File: src/rtl/key_expand_seq.sv
// Sequential key expansion for the 16-bit simplified-AES datapath.
// A start pulse loads the cipher key into bank[0]. Each following cycle, one
// RotNib/SubNib/Rcon round produces the next round key, until NROUNDS keys
// have been written. The round datapath reads the key bank by index through
// a purely combinational mux.

module key_expand_seq #(
  parameter int unsigned NROUNDS = 2,
  parameter int unsigned IDXW    = $clog2(NROUNDS + 1)
) (
  input  logic            clk,
  input  logic            rst,
  input  logic            start,
  input  logic [15:0]     key,
  output logic            busy,
  output logic            done,
  output logic            keys_valid,
  input  logic [IDXW-1:0] rd_idx,
  output logic [15:0]     rd_key
);

  typedef enum logic [0:0] {StIdle, StExpand} state_e;

  localparam logic [IDXW-1:0] LastIdx = IDXW'(NROUNDS);
  localparam logic [3:0]      RconInit = 4'b1000;

  state_e          state_q;
  logic            busy_q;
  logic            done_q;
  logic            keys_valid_q;
  logic [IDXW-1:0] cnt_q;
  logic [3:0]      rcon_q;
  logic [7:0]      wa_q;
  logic [7:0]      wb_q;
  logic [15:0]     bank_q [NROUNDS+1];

  logic [7:0]      sub_w;
  logic [7:0]      na;
  logic [7:0]      nb;
  logic [3:0]      rcon_next;

  // Simplified-AES 4-bit S-box.
  function automatic logic [3:0] sbox(input logic [3:0] n);
    logic [3:0] s;
    case (n)
      4'h0: s = 4'h9;
      4'h1: s = 4'h4;
      4'h2: s = 4'hA;
      4'h3: s = 4'hB;
      4'h4: s = 4'hD;
      4'h5: s = 4'h1;
      4'h6: s = 4'h8;
      4'h7: s = 4'h5;
      4'h8: s = 4'h6;
      4'h9: s = 4'h2;
      4'hA: s = 4'h0;
      4'hB: s = 4'h3;
      4'hC: s = 4'hC;
      4'hD: s = 4'hE;
      4'hE: s = 4'hF;
      default: s = 4'h7;
    endcase
    return s;
  endfunction

  // One shared round: RotNib+SubNib on wb, fold in Rcon, chain into wb.
  always_comb begin
    sub_w     = {sbox(wb_q[3:0]), sbox(wb_q[7:4])};
    na        = wa_q ^ sub_w ^ {rcon_q, 4'b0000};
    nb        = wb_q ^ na;
    // xtime in GF(2^4) modulo x^4 + x + 1
    rcon_next = {rcon_q[2:0], 1'b0} ^ (rcon_q[3] ? 4'b0011 : 4'b0000);
  end

  // Control FSM, working words and key bank; reset also wipes the bank.
  always_ff @(posedge clk) begin
    if (rst) begin
      state_q      <= StIdle;
      busy_q       <= 1'b0;
      done_q       <= 1'b0;
      keys_valid_q <= 1'b0;
      cnt_q        <= '0;
      rcon_q       <= RconInit;
      wa_q         <= '0;
      wb_q         <= '0;
      bank_q       <= '{default: '0};
    end else begin
      done_q <= 1'b0;
      case (state_q)
        StIdle: begin
          if (start) begin
            bank_q[0]    <= key;
            wa_q         <= key[15:8];
            wb_q         <= key[7:0];
            cnt_q        <= IDXW'(1);
            rcon_q       <= RconInit;
            keys_valid_q <= 1'b0;
            busy_q       <= 1'b1;
            state_q      <= StExpand;
          end
        end
        StExpand: begin
          bank_q[cnt_q] <= {na, nb};
          wa_q          <= na;
          wb_q          <= nb;
          cnt_q         <= cnt_q + 1'b1;
          rcon_q        <= rcon_next;
          if (cnt_q == LastIdx) begin
            state_q      <= StIdle;
            busy_q       <= 1'b0;
            done_q       <= 1'b1;
            keys_valid_q <= 1'b1;
          end
        end
        default: state_q <= StIdle;
      endcase
    end
  end

  // Zero-latency bank read; out-of-range indices read as zero.
  always_comb begin
    rd_key = '0;
    if (32'(rd_idx) <= NROUNDS) begin
      rd_key = bank_q[rd_idx];
    end
  end

  assign busy       = busy_q;
  assign done       = done_q;
  assign keys_valid = keys_valid_q;

endmodule

File: config.mk
export PLATFORM = sky130hd
export DESIGN_NAME = key_expand_seq
export DESIGN_NICKNAME = d
export VERILOG_FILES = /design/src/rtl/key_expand_seq.sv
export SDC_FILE = /design/constraint.sdc
export NUM_CORES = 1
export LEC_CHECK = 0
export ABC_CLOCK_PERIOD_IN_PS = 3100
export CAP_MARGIN = 15
export CORE_MARGIN = 2
export CORE_UTILIZATION = 40
export DETAILED_ROUTE_END_ITERATION = 6
export PLACE_DENSITY = 0.69
export SLEW_MARGIN = 25
export SYNTH_ARGS = -nofsm -noshare
export SYNTH_HDL_FRONTEND = slang
export SYNTH_SLANG_ARGS = --single-unit
File: constraint.sdc
create_clock -name clk -period 3.1 [get_ports clk]
set_input_delay 0.31 -clock clk [delete_from_list [all_inputs] [get_ports clk]]
set_output_delay 0.31 -clock clk [all_outputs]
set_load 0.01 [all_outputs]
==> qor.yml <==
floorplan:
  dieArea_um2: 10900
  fp-row-count: 36
  die_x_um: 105
  start_util_pct: 41.4
  pin_count: 40
  core_area_um2: 9770
  die_h_um: 105
clock_network:
  clkSlewWorstSetupHoldPaths_ns: 0.08
  post-cts-setup-buffers: 0
  cts_sinks: 82
  htreeDepth: 3
  cts_made_buffers: 9
  root_buffer: "clkbuf_8"
  clockBufferDepth: 2
  cts_resized: 0
  hold_buffers: 0
  tritoncts: "built"
  clk-insertion-delay-late_ns: 0.35
sta:
  max_freq_ghz: 0.400
  worstMarginPinSlew_ns: 0.760
  fin_setup_tns_ns: 0
  min_period_ns: 2.50
  hold_viol: 0
  min_period_over_period_pct: 80.7
  rsz0062_at_grt: "no"
  slew_headroom_pct: 49.3
  drv_slew: 0
  fin_skew_ns: 0.00735
  fin_ws_ns: 0.599
  setup_viol: 0
min_path:
  worstHoldPathCells: 2
  hold_path.class: "register to register"
global_route:
  grt_max_degree: 46
  track_usage_pct: 18.5
  grt_overflow: 0
  grt_pass1_vias: 3141
  grt_pass1_wl_mm: 16.1
  antenna_found_initial: 0
route:
  drt_iter0_markers: 184
  drtAntennaViolNets: 0
  post_drt_wl_per_cell_um: 15.9
  vias: 3259
  detail_route.first_pass.iterations: 4
  drc: 0
  routed_wl_mm: 9.86
  vias_per_cell: 5.26
run:
  maxCapViolCount: 0
power_and_ir_drop:
  leakage_nw: 1.83
  power.switching_mw: 1.02
  pwr-share-clk_pct: 24.2
  power.internal_mw: 1.89
  ir_drop_mv: 0.272
  sw_frac_of_total_pct: 35.1
  pwr-share-comb_pct: 32.1
  power_density_nw_per_um2: 616
  seq_power_share_pct: 43.7
place:
  dp_cells: 604
  dpl_worst_slack_ns: 0.443
  place.gp.congestion: 0.781
  dp_hpwl_mm: 7.08
  portBuffers: 39
final_layout:
  nets: 518
  n_antenna_cell: 0
  stdcell_count: 620
  layout-drive-gt1-share_pct: 9.24
  synthToLayoutAreaGrowth_pct: 16.9
logic_synthesis:
  synth_seq_cells: 82
  syn_area_um2: 4050
  synth_cells: 450
  syn_avg_cell_area_um2: 8.99
  synth-async-reset-ratio_pct: 0
  ys_warn_count: 0
  synth_ff_type: "dfxtp_1"
  synth_cell_types: 48
  synth_nets: 486
  synth-edff-count: 0
  synth_top_cell_area_share_pct: 40.6
  synthTopCellsByArea: "dfxtp_1, mux2i_1, a211oi_1, nor2_1, ha_1"
  synth_seq_area_share_pct: 40.6
  synth_top_area_cell: "dfxtp_1"
setup_path:
  worstPathMaxFanout: 5
  crit_required_ns: 3.33
  startpoint_type: "register"
  crit_arrival_ns: 2.73
  critPathKind: "register to register"
  endpoint_kind: "register"
  rr_worst_depth: 8
run_status:
  status: "completed"
==> layout make-up <==
cell class / count / area (µm²)
multi-input combinational: 324 / 2210
inverter: 13 / 48.8
clock buffer: 11 / 141
sequential: 82 / 1640
tap: 133 / 166
timing repair buffer: 52 / 483
fill: 945 / 5050
clock inverter: 5 / 38.8
==> through the flow <==
step	area [µm²]	utilization (%)	hold WS, ns	total power, mW
after floorplan	4050	-	0.425	1.91
after global placement	4550	46.5	0.433	2.20
after detailed placement	4550	46.5	0.442	2.23
after CTS	4730	48.4	0.460	2.93
after global routing	4730	48.4	0.488	3.07
final	4730	48.4	0.458	2.91
==> worst max-delay path: stages (launching register included) <==
cell	delay, ns
dfxtp_1	0.34
xnor3_1	0.51
xor2_1	0.24
mux2_2	0.33
nor2_1	0.25
inv_1	0.15
ha_1	0.34
mux2i_1	0.13
mux2i_1	0.08
==> metal layers <==
layer	up-vias	part of all wire [%]	GRT usage, %
met3	16	5.5	2.81
met4	0	2.0	8.30
met1	1532	47	25.4
met2	76	46	28.9
met5	-	0	0
li1	1635	-	-
==> kinds of logic after synthesis <==
family / Yosys count / share of synthesized area (%)
flip-flops: 82 / 40.6
adder cells (fa/ha/maj): 15 / 4.64
AND/OR/NAND/NOR: 138 / 15.1
XOR/XNOR: 18 / 6.22
AO/OA/AOI/OAI: 118 / 19.8
multiplexers: 35 / 8.85
buffers and inverters: 44 / 4.83
==> cell usage after synthesis, types with 4 or more instances <==
library cell,n
xnor2_1,5
nand2b_1,4
a21oi_1,18
clkbuf_1,21
nor2b_1,16
xor2_1,6
inv_1,13
nor3_1,4
dfxtp_1,82
mux2_2,6
ha_1,15
a211oi_1,33
nor2_1,56
nand2_1,45
o21ai_0,36
a2111oi_0,9
mux2i_1,29
==> final timing paths <==
check | from | endpoint | slack (ns)
worst max register to register | wa_q[5] | sub_w[2] | 0.60
worst min register to register | bank_q[12] | bank_q[12] | 0.46
worst min-delay path | bank_q[12] | bank_q[12] | 0.46
worst max-delay path | wa_q[5] | sub_w[2] | 0.60
==> state kept, by name (all words and copies together) (netlist names) <==
name        count
bank_q         48
sub_w           8
wa_q            8
wb_q            8
rcon_q          4
cnt_q           2
busy            1
done            1
keys_valid      1
state_q         1
==> power groups by stage <==
stage / combinational [mW] / sequential [mW] / clock [mW]
global placement: 0.905 / 1.30 / 0
finish: 0.935 / 1.27 / 0.705
floorplan: 0.644 / 1.27 / 0
detailed placement: 0.931 / 1.30 / 0
global route: 1.03 / 1.29 / 0.759
CTS: 0.936 / 1.27 / 0.716
==> cells in the final DEF, fill, tap and decap left out, types with 10 or more instances in the layout <==
cell             count
clkdlybuf4s50_1     38
ha_1                15
clkbuf_8            10
nor2_1              56
nand2_1             45
buf_4               13
dfxtp_1             82
nor2b_1             16
a21oi_1             18
inv_1               13
a211oi_1            33
o21ai_0             36
mux2i_1             29
(Power assumes the default switching activity.)
